## src/rtl/plc_pkg.sv

```systemverilog
// Shared definitions for the PLC read-injection path: default widths,
// injector FSM encoding and a small saturating-counter helper.
package plc_pkg;

    localparam int PLC_ADDR_WIDTH = 8;
    localparam int PLC_WAY_WIDTH  = 4;
    localparam int PLC_DATA_SIZE  = 64;

    typedef enum logic [1:0] {
        ST_IDLE    = 2'd0,
        ST_ISSUE   = 2'd1,
        ST_WAIT    = 2'd2,
        ST_DELIVER = 2'd3
    } inj_state_t;

    function automatic logic [7:0] sat_inc8(input logic [7:0] value);
        return (value == 8'hFF) ? value : value + 8'd1;
    endfunction

endpackage

```

## src/rtl/plc_req_fifo.sv

```systemverilog
// Small request queue for check entries; head is visible combinationally,
// pointers wrap naturally because the depth is a power of two.
module plc_req_fifo #(
    parameter int WIDTH = 12,
    parameter int DEPTH = 4
) (
    input  logic             clk,
    input  logic             rst_n,
    input  logic             push,
    input  logic             pop,
    input  logic [WIDTH-1:0] din,
    output logic [WIDTH-1:0] dout,
    output logic             full,
    output logic             empty
);

    localparam int PTR_W = $clog2(DEPTH);
    localparam int CNT_W = $clog2(DEPTH) + 1;

    logic [WIDTH-1:0] mem [DEPTH];
    logic [PTR_W-1:0] wr_ptr_reg;
    logic [PTR_W-1:0] rd_ptr_reg;
    logic [CNT_W-1:0] count_reg;
    logic             do_push;
    logic             do_pop;

    assign full  = (count_reg == CNT_W'(DEPTH));
    assign empty = (count_reg == '0);

    // A pop frees the slot the simultaneous push lands in, so full does not block it.
    assign do_pop  = pop && !empty;
    assign do_push = push && (!full || do_pop);

    assign dout = mem[rd_ptr_reg];

    always_ff @(posedge clk) begin
        if (do_push) begin
            mem[wr_ptr_reg] <= din;
        end
    end

    always_ff @(posedge clk or negedge rst_n) begin
        if (!rst_n) begin
            wr_ptr_reg <= '0;
            rd_ptr_reg <= '0;
            count_reg  <= '0;
        end else begin
            if (do_push) begin
                wr_ptr_reg <= wr_ptr_reg + PTR_W'(1);
            end
            if (do_pop) begin
                rd_ptr_reg <= rd_ptr_reg + PTR_W'(1);
            end
            case ({do_push, do_pop})
                2'b10:   count_reg <= count_reg + CNT_W'(1);
                2'b01:   count_reg <= count_reg - CNT_W'(1);
                default: count_reg <= count_reg;
            endcase
        end
    end

endmodule

```

## src/rtl/plc_read_injector.sv

```systemverilog
// Steals idle cache read slots to fetch queued {line, way} check requests
// and hands the returned data back with its address as a one-cycle pulse.
module plc_read_injector
    import plc_pkg::*;
#(
    parameter int ADDR_WIDTH = PLC_ADDR_WIDTH,
    parameter int WAY_WIDTH  = PLC_WAY_WIDTH,
    parameter int DATA_SIZE  = PLC_DATA_SIZE,
    parameter int FIFO_DEPTH = 4,
    parameter int RD_LATENCY = 2
) (
    input  logic                  clk,
    input  logic                  rst_n,
    input  logic                  req_valid,
    input  logic [ADDR_WIDTH-1:0] req_addr,
    input  logic [WAY_WIDTH-1:0]  req_way,
    output logic                  req_ready,
    input  logic                  core_read_enable,
    input  logic                  core_write_enable,
    output logic [ADDR_WIDTH-1:0] addr_out,
    output logic [WAY_WIDTH-1:0]  way_out,
    output logic                  read_enable_out,
    output logic                  alt_mx_sel_out,
    input  logic [DATA_SIZE-1:0]  rd_data,
    output logic                  chk_valid,
    output logic [ADDR_WIDTH-1:0] chk_addr,
    output logic [WAY_WIDTH-1:0]  chk_way,
    output logic [DATA_SIZE-1:0]  chk_data,
    output logic                  overflow,
    output logic [7:0]            collision_cnt
);

    localparam int ENTRY_W = ADDR_WIDTH + WAY_WIDTH;
    // WAIT is entered with this value and left once it reaches zero.
    localparam logic [2:0] WAIT_INIT = (RD_LATENCY >= 2) ? 3'(RD_LATENCY - 2) : 3'd0;

    inj_state_t            state_reg;
    inj_state_t            state_next;
    logic [2:0]            wait_cnt_reg;
    logic [ADDR_WIDTH-1:0] addr_reg;
    logic [WAY_WIDTH-1:0]  way_reg;
    logic                  chk_valid_reg;
    logic [ADDR_WIDTH-1:0] chk_addr_reg;
    logic [WAY_WIDTH-1:0]  chk_way_reg;
    logic [DATA_SIZE-1:0]  chk_data_reg;
    logic                  overflow_reg;
    logic [7:0]            collision_cnt_reg;

    logic                  core_busy;
    logic                  fifo_full;
    logic                  fifo_empty;
    logic                  fifo_pop;
    logic [ENTRY_W-1:0]    head_entry;
    logic                  load_head;
    logic                  start_wait;
    logic                  capture;
    logic                  collide;
    logic                  issue_now;

    assign core_busy = core_read_enable || core_write_enable;

    plc_req_fifo #(
        .WIDTH (ENTRY_W),
        .DEPTH (FIFO_DEPTH)
    ) u_req_fifo (
        .clk   (clk),
        .rst_n (rst_n),
        .push  (req_valid),
        .pop   (fifo_pop),
        .din   ({req_addr, req_way}),
        .dout  (head_entry),
        .full  (fifo_full),
        .empty (fifo_empty)
    );

    always_comb begin
        state_next = state_reg;
        load_head  = 1'b0;
        issue_now  = 1'b0;
        fifo_pop   = 1'b0;
        start_wait = 1'b0;
        capture    = 1'b0;
        collide    = 1'b0;
        unique case (state_reg)
            ST_IDLE: begin
                if (!fifo_empty && !core_busy) begin
                    load_head  = 1'b1;
                    state_next = ST_ISSUE;
                end
            end
            ST_ISSUE: begin
                // A native access in the issue cycle wins the port; retry from IDLE.
                if (core_busy) begin
                    collide    = 1'b1;
                    state_next = ST_IDLE;
                end else begin
                    issue_now = 1'b1;
                    fifo_pop  = 1'b1;
                    if (RD_LATENCY == 1) begin
                        state_next = ST_DELIVER;
                    end else begin
                        start_wait = 1'b1;
                        state_next = ST_WAIT;
                    end
                end
            end
            ST_WAIT: begin
                if (wait_cnt_reg == 3'd0) begin
                    state_next = ST_DELIVER;
                end
            end
            ST_DELIVER: begin
                capture    = 1'b1;
                state_next = ST_IDLE;
            end
            default: begin
                state_next = ST_IDLE;
            end
        endcase
    end

    always_ff @(posedge clk or negedge rst_n) begin
        if (!rst_n) begin
            state_reg         <= ST_IDLE;
            wait_cnt_reg      <= 3'd0;
            addr_reg          <= '0;
            way_reg           <= '0;
            chk_valid_reg     <= 1'b0;
            chk_addr_reg      <= '0;
            chk_way_reg       <= '0;
            chk_data_reg      <= '0;
            overflow_reg      <= 1'b0;
            collision_cnt_reg <= 8'd0;
        end else begin
            state_reg <= state_next;
            if (load_head) begin
                {addr_reg, way_reg} <= head_entry;
            end
            if (start_wait) begin
                wait_cnt_reg <= WAIT_INIT;
            end else if (state_reg == ST_WAIT && wait_cnt_reg != 3'd0) begin
                wait_cnt_reg <= wait_cnt_reg - 3'd1;
            end
            // rd_data is valid during DELIVER; the result appears the cycle after.
            chk_valid_reg <= capture;
            if (capture) begin
                chk_data_reg <= rd_data;
                chk_addr_reg <= addr_reg;
                chk_way_reg  <= way_reg;
            end
            if (collide) begin
                collision_cnt_reg <= sat_inc8(collision_cnt_reg);
            end
            if (req_valid && fifo_full && !fifo_pop) begin
                overflow_reg <= 1'b1;
            end
        end
    end

    assign req_ready       = !fifo_full;
    assign addr_out        = addr_reg;
    assign way_out         = way_reg;
    assign read_enable_out = issue_now;
    assign alt_mx_sel_out  = issue_now;
    assign chk_valid       = chk_valid_reg;
    assign chk_addr        = chk_addr_reg;
    assign chk_way         = chk_way_reg;
    assign chk_data        = chk_data_reg;
    assign overflow        = overflow_reg;
    assign collision_cnt   = collision_cnt_reg;

endmodule

```

## config.mk

```make
export PLATFORM = sky130hd
export DESIGN_NAME = plc_read_injector
export DESIGN_NICKNAME = d
export VERILOG_FILES = /design/src/rtl/plc_pkg.sv /design/src/rtl/plc_req_fifo.sv /design/src/rtl/plc_read_injector.sv
export SDC_FILE = /design/constraint.sdc
export NUM_CORES = 1
export LEC_CHECK = 0
export ABC_AREA = 1
export CORE_MARGIN = 2
export CORE_UTILIZATION = 37
export CTS_CLUSTER_DIAMETER = 40
export CTS_CLUSTER_SIZE = 12
export DETAILED_ROUTE_END_ITERATION = 10
export PLACE_DENSITY = 0.66
export RECOVER_POWER = 25
export SYNTH_ARGS = -nofsm -noshare
export SYNTH_HDL_FRONTEND = slang
export SYNTH_SLANG_ARGS = --single-unit
export TNS_END_PERCENT = 30
```

## constraint.sdc

```tcl
create_clock -name clk -period 2.03 [get_ports clk]
set_clock_uncertainty 0.1 [all_clocks]
set_input_delay 0.3045 -clock clk [delete_from_list [all_inputs] [get_ports clk]]
set_output_delay 0.3045 -clock clk [all_outputs]
set_load 0.01 [all_outputs]
```

After elaboration in Yosys (flattened, before gate mapping)
Memory sizes are Yosys's and may differ from the RTL's. A register that Yosys moved wholly into a read port is not among the register bits.
Cells that the tools add are included.
{"block": "op_classes", "bitwise_logic": 1, "mux": 16, "n_eq_ne": 9, "n_reduce_logical": 21, "addsub": 6}
{"cell": "two-way mux 1 bit", "count": 9}
{"cell": "adder 8 x 1 -> 8 bit, second input constant", "count": 1}
{"cell": "== test 8 bit, second input constant", "count": 1}
{"cell": "case mux 2 bit (4 select lines)", "count": 1}
{"cell": "== test 2 bit, second input constant", "count": 3}
{"cell": "logical AND 1 bit", "count": 6}
{"cell": "logical NOT 3 bit", "count": 2}
{"cell": "two-way mux 2 bit", "count": 3}
{"cell": "two-way mux 3 bit", "count": 2}
{"cell": "case mux 3 bit (2 select lines)", "count": 1}
{"cell": "subtractor 3 x 1 -> 3 bit, second input constant", "count": 2}
{"cell": "logical NOT 1 bit", "count": 5}
{"cell": "adder 2 x 1 -> 2 bit, second input constant", "count": 2}
{"cell": "== test 2 x 1 -> 1 bit, second input constant", "count": 2}
{"cell": "inequality test 2 bit, second input constant", "count": 2}
{"cell": "AND reduction 2 bit", "count": 2}
{"cell": "nonzero test 2 bit", "count": 2}
{"cell": "adder 3 x 1 -> 3 bit, second input constant", "count": 1}
{"cell": "== test 3 bit, second input constant", "count": 1}
{"cell": "nonzero test 3 bit", "count": 1}
{"cell": "logical NOT 2 bit", "count": 1}
{"cell": "logical OR 1 bit", "count": 2}
{"cell": "NOT 1 bit", "count": 1}
{"block": "word_totals", "out_inout_bits": 101, "elab_cells": 65, "register_bits": 98, "mem_count": 1, "input_bits": 81, "mem_bits_rw": 48}
{"name": "u_req_fifo.mem", "depth": 4, "width": 12, "rd": 1, "rd_ports_with_merged_regs": 1, "write_ports": 1, "line": "plc_req_fifo.sv:20", "source": "logic [WIDTH-1:0] mem [DEPTH];"}

Depth between registers and ports, before layout
Gate-level depths: netlist of run 1.
{"block": "depth", "word_depth": 8, "depth_mapped": 12}

By module
Synthesis of run 1 repeated with hierarchy kept, for this count alone.
{"block": "hier_totals", "cells_unflattened": 651, "hier_area_um2": 6417.4}
{"module": "plc_read_injector", "cells_per_inst": 460, "seq_area_each_um2": 2577.5, "instances": 1, "area_each_um2": 4096.4}
{"module": "plc_req_fifo", "cells_per_inst": 191, "seq_area_each_um2": 1616.6, "instances": 1, "area_each_um2": 2321.0}

Worst setup path before layout of run 1
No wires, ideal clock.
{"block": "synth_path", "kind": "register -> register", "startpoint": "register (tool-made name)", "endpoint": "register u_req_fifo.count_reg[2]", "arrival_ps": 1849, "synth_period_minus_slack_ps": 2028, "path_stages_with_launch": 13, "required_ps": 1851, "setup_ps": 79, "setup_slack_ps": 2, "path_cell_list": "dfrtp_1 -> inv_2 -> nand2_1 -> nor2_2 -> nand2_1 -> inv_1 -> ha_1 -> inv_1 -> fa_1 -> nor2_1 -> nor2_1 -> nand2_1 -> xor2_1"}
{"element": "end signal, assigned", "line": "plc_req_fifo.sv:55", "source": "2'b10: count_reg <= count_reg + CNT_W'(1);"}
{"element": "end signal, assigned", "line": "plc_req_fifo.sv:56", "source": "2'b01: count_reg <= count_reg - CNT_W'(1);"}
{"element": "end signal, assigned", "line": "plc_req_fifo.sv:57", "source": "default: count_reg <= count_reg;"}
{"element": "end, declared", "line": "plc_req_fifo.sv:23", "source": "logic [CNT_W-1:0] count_reg;"}

==> reports/results.txt, run 1 <==
Status -> completed
Max reg flops -> 64
RSZ-0062 raised after global routing -> no
Chip Height -> 135 um
# DRC -> 0
Initial Utilization -> 37.3%
# clock sinks -> 158
Boundary Pins -> 182
Total CTS buffers -> 17
WL/cell -> 13.7 um
Peak fanout along the critical path -> 4
Synth Instances -> 667
Relative slew slack -> 33.9%
Ant diodes -> 0
Syn Area/Cell -> 9.58 um^2
Top cell type's share of synthesized area -> 43.1%
Non-filler cells, final -> 1106
Yosys warning count -> 0
Root buffer cell -> clkbuf_16
Endpoint, Worst Hold -> chk_data[15]$_DFFE_PN0P_
Worst R2R Path Depth -> 12
Largest net degree at the start of global routing -> 52
Initial antenna violation count -> 0
Worst slew pin tran -> 991 ps
EDFF count, synth -> 48
Critical R2R Capture -> u_req_fifo.count_reg[2]$_DFFE_PN0P_
CTS tree -> yes
Total gr overflow -> 0
H-tree depth -> 4
Total Wirelength -> 15100 um
First-pass GRT wire length -> 23900 um
Worst hold slack -> 317 ps
Layout cells sized above 1 -> 8.17%
Max Clk Rate -> 0.531 GHz
Hold path depth -> 3
Die Span X -> 135 um
Sequential share of the synthesized area -> 65.6%
Slowest-stage cell, CP -> dfrtp_1
FP Rows -> 48
Final GP Congestion -> 0.711
Area Growth Syn to Fin -> 43.2%
Pleak -> 4.20 nW
Vias in the first global route -> 4667
Crit share post-route -> 92.8%
HP Class -> in -> reg
Cell Area, Synth -> 6390 um^2
Setup ws final -> 147 ps
Area leader, netlist -> dfrtp_1
Final Util -> 53.5%
Pre-CTS setup slack -> -283 ps
CP dominant cell by count -> nand2_1
Critical path buffer and inverter count -> 3
Final Max Tran Viols -> 0
Unique masters post-synth -> 26
# Max-Cap Violations -> 0
Drt pass-1 iters -> 4
GRT Overall Usage -> 16.9%
Worst EP required -> 2270 ps
DR vias -> 4885
Clock tree buffer depth -> 2
Reg2Reg Setup Slack -> 150 ps
Post-synth top flop -> dfrtp_1
Buffers on Ports -> 181
TNS Setup -> 0 ps
Largest cells by area after synthesis -> dfrtp_1 (43%), edfxtp_1 (23%), nand2_1 (19%), nor2_1 (3.5%), o21ai_0 (2.0%)
Worst Setup End Kind -> flop
Cells along the critical path -> inv_2, nand2_1, nor2_2, nand2_1, inv_1, ha_1, inv_1, fa_2, nor2_1, nor2_1, nand2_1, xor2_1
Most common cell in the netlist -> nand2_1
ANT nets after route -> 0
Core ar. -> 17100 um^2
Clock latency on the worst-skew pair -> 420 ps
Syn Nets -> 757
Pwr dens -> 1480 nW/um^2
Critical path's largest stage delay -> 390 ps
Initial DRC Count -> 258
# nets final -> 958
Top cell family by delay on the critical path -> simple AND/OR/NAND/NOR gates
Die Area -> 18300 um^2
CP Class -> reg -> reg
Hold Crit Start -> rd_data[15]
CP arrival -> 2130 ps
DR vias/cell -> 4.42
Crit start category -> flop
Hold Fails Final Rpt -> 0
Seq cells post-synth -> 158
HPWL after detailed placement -> 10800 um
Most instantiated cells after synthesis -> nand2_1 (328), dfrtp_1 (110), nor2_1 (60)
Final setup violation count -> 0
Post-synth ARST share -> 69.6%
Cell total after placement -> 1072
Clock-pin slew on the worst setup and hold paths -> 60 ps
Peak VDD IR -> 0.642 mV
Tmin final -> 1880 ps
-- layout by cell type (no fill, tap or decap), drive strengths merged --
cell | netlist | final
nand3 | 10 | 10
o21bai | 1 | 1
nand4 | 2 | 2
o21ai | 29 | 29
ha | 8 | 8
clkdlybuf4s50 | 0 | 165
nor3 | 1 | 1
clkinvlp | 0 | 1
xnor2 | 4 | 4
dlygate4sd3 | 0 | 13
buf | 22 | 26
clkbuf | 4 | 22
dfrtp | 110 | 110
inv | 28 | 32
nand2 | 330 | 330
o22ai | 2 | 2
clkinv | 0 | 4
fa | 1 | 1
xor2 | 3 | 3
edfxtp | 48 | 48
bufinv | 0 | 2
dlygate4sd2 | 0 | 3
nor2 | 64 | 64
-- tightest hold or removal path: cells and delay by family --
kind | cells | cell delay, ps
buffers and inverters | 1 | 390
AND/OR/NAND/NOR | 2 | 100
-- what timing repair did --
item,4_1_cts,5_1_grt
endpoints found under the setup margin,3,2
hold buffers,1,0
setup buffers,0,1
pin swaps,1,2
resized for setup,5,2
endpoints found under the hold margin,110,0
-- where the power goes --
group	total (mW)	internal (mW)	switching, mW
Clock	3.20	1.92	1.27
Sequential	5.21	4.52	0.682
Combinational	5.18	2.65	2.53
-- cell families after synthesis --
kind of cell	after synthesis	share of synthesized area (%)
adder cells (fa/ha/maj)	9	1.88
XOR/XNOR	7	0.960
buffers and inverters	54	4.33
AND/OR/NAND/NOR	407	24.6
AO/OA/AOI/OAI	32	2.59
flip-flops	158	65.6
-- per-stage QoR --
step	power, mW	area (um^2)
2_1_floorplan	7.66	6390
3_3_place_gp	10.4	8540
3_5_place_dp	10.5	8540
4_1_cts	13.7	9150
5_1_grt	14.6	9150
6_report	13.6	9150
-- per-layer routing --
metal | share of wire, % | wire length (um) | global-route usage [%] | vias up
met5 | 0 | 0 | 0 | -
met4 | 1.8 | 270 | 6.42 | 0
met3 | 6.4 | 964 | 4.56 | 20
met2 | 47 | 7040 | 27.5 | 144
met1 | 45 | 6840 | 21.8 | 2229
li1 | - | - | - | 2492
-- how the worst max path moves through the flow --
stage	cells after the start	from	endpoint
after global routing	12	flop	u_req_fifo.count_reg[2]$_DFFE_PN0P_
after global placement	13	core_write_enable	u_req_fifo.count_reg[2]$_DFFE_PN0P_
after floorplan	12	flop	u_req_fifo.count_reg[2]$_DFFE_PN0P_
after detailed placement	13	core_write_enable	u_req_fifo.count_reg[2]$_DFFE_PN0P_
after CTS	12	flop	u_req_fifo.count_reg[2]$_DFFE_PN0P_
final	12	flop	u_req_fifo.count_reg[2]$_DFFE_PN0P_
-- area by class of cell --
type	count	area (um^2)
clock inverters	11	129
flip-flops and latches	158	4190
well taps	225	282
fillers	1517	7970
inverters	28	105
repair buffers	208	2040
clock buffers	21	469
multi-input cells	455	1930
Note: power is estimated with default switching activity, not from simulation.
==> run 2, diff against run 1 <==
- CAP_MARGIN: default -> 20
==> results of run 2 <==
Final layout, timing and power as in run 1 (identical DEF).
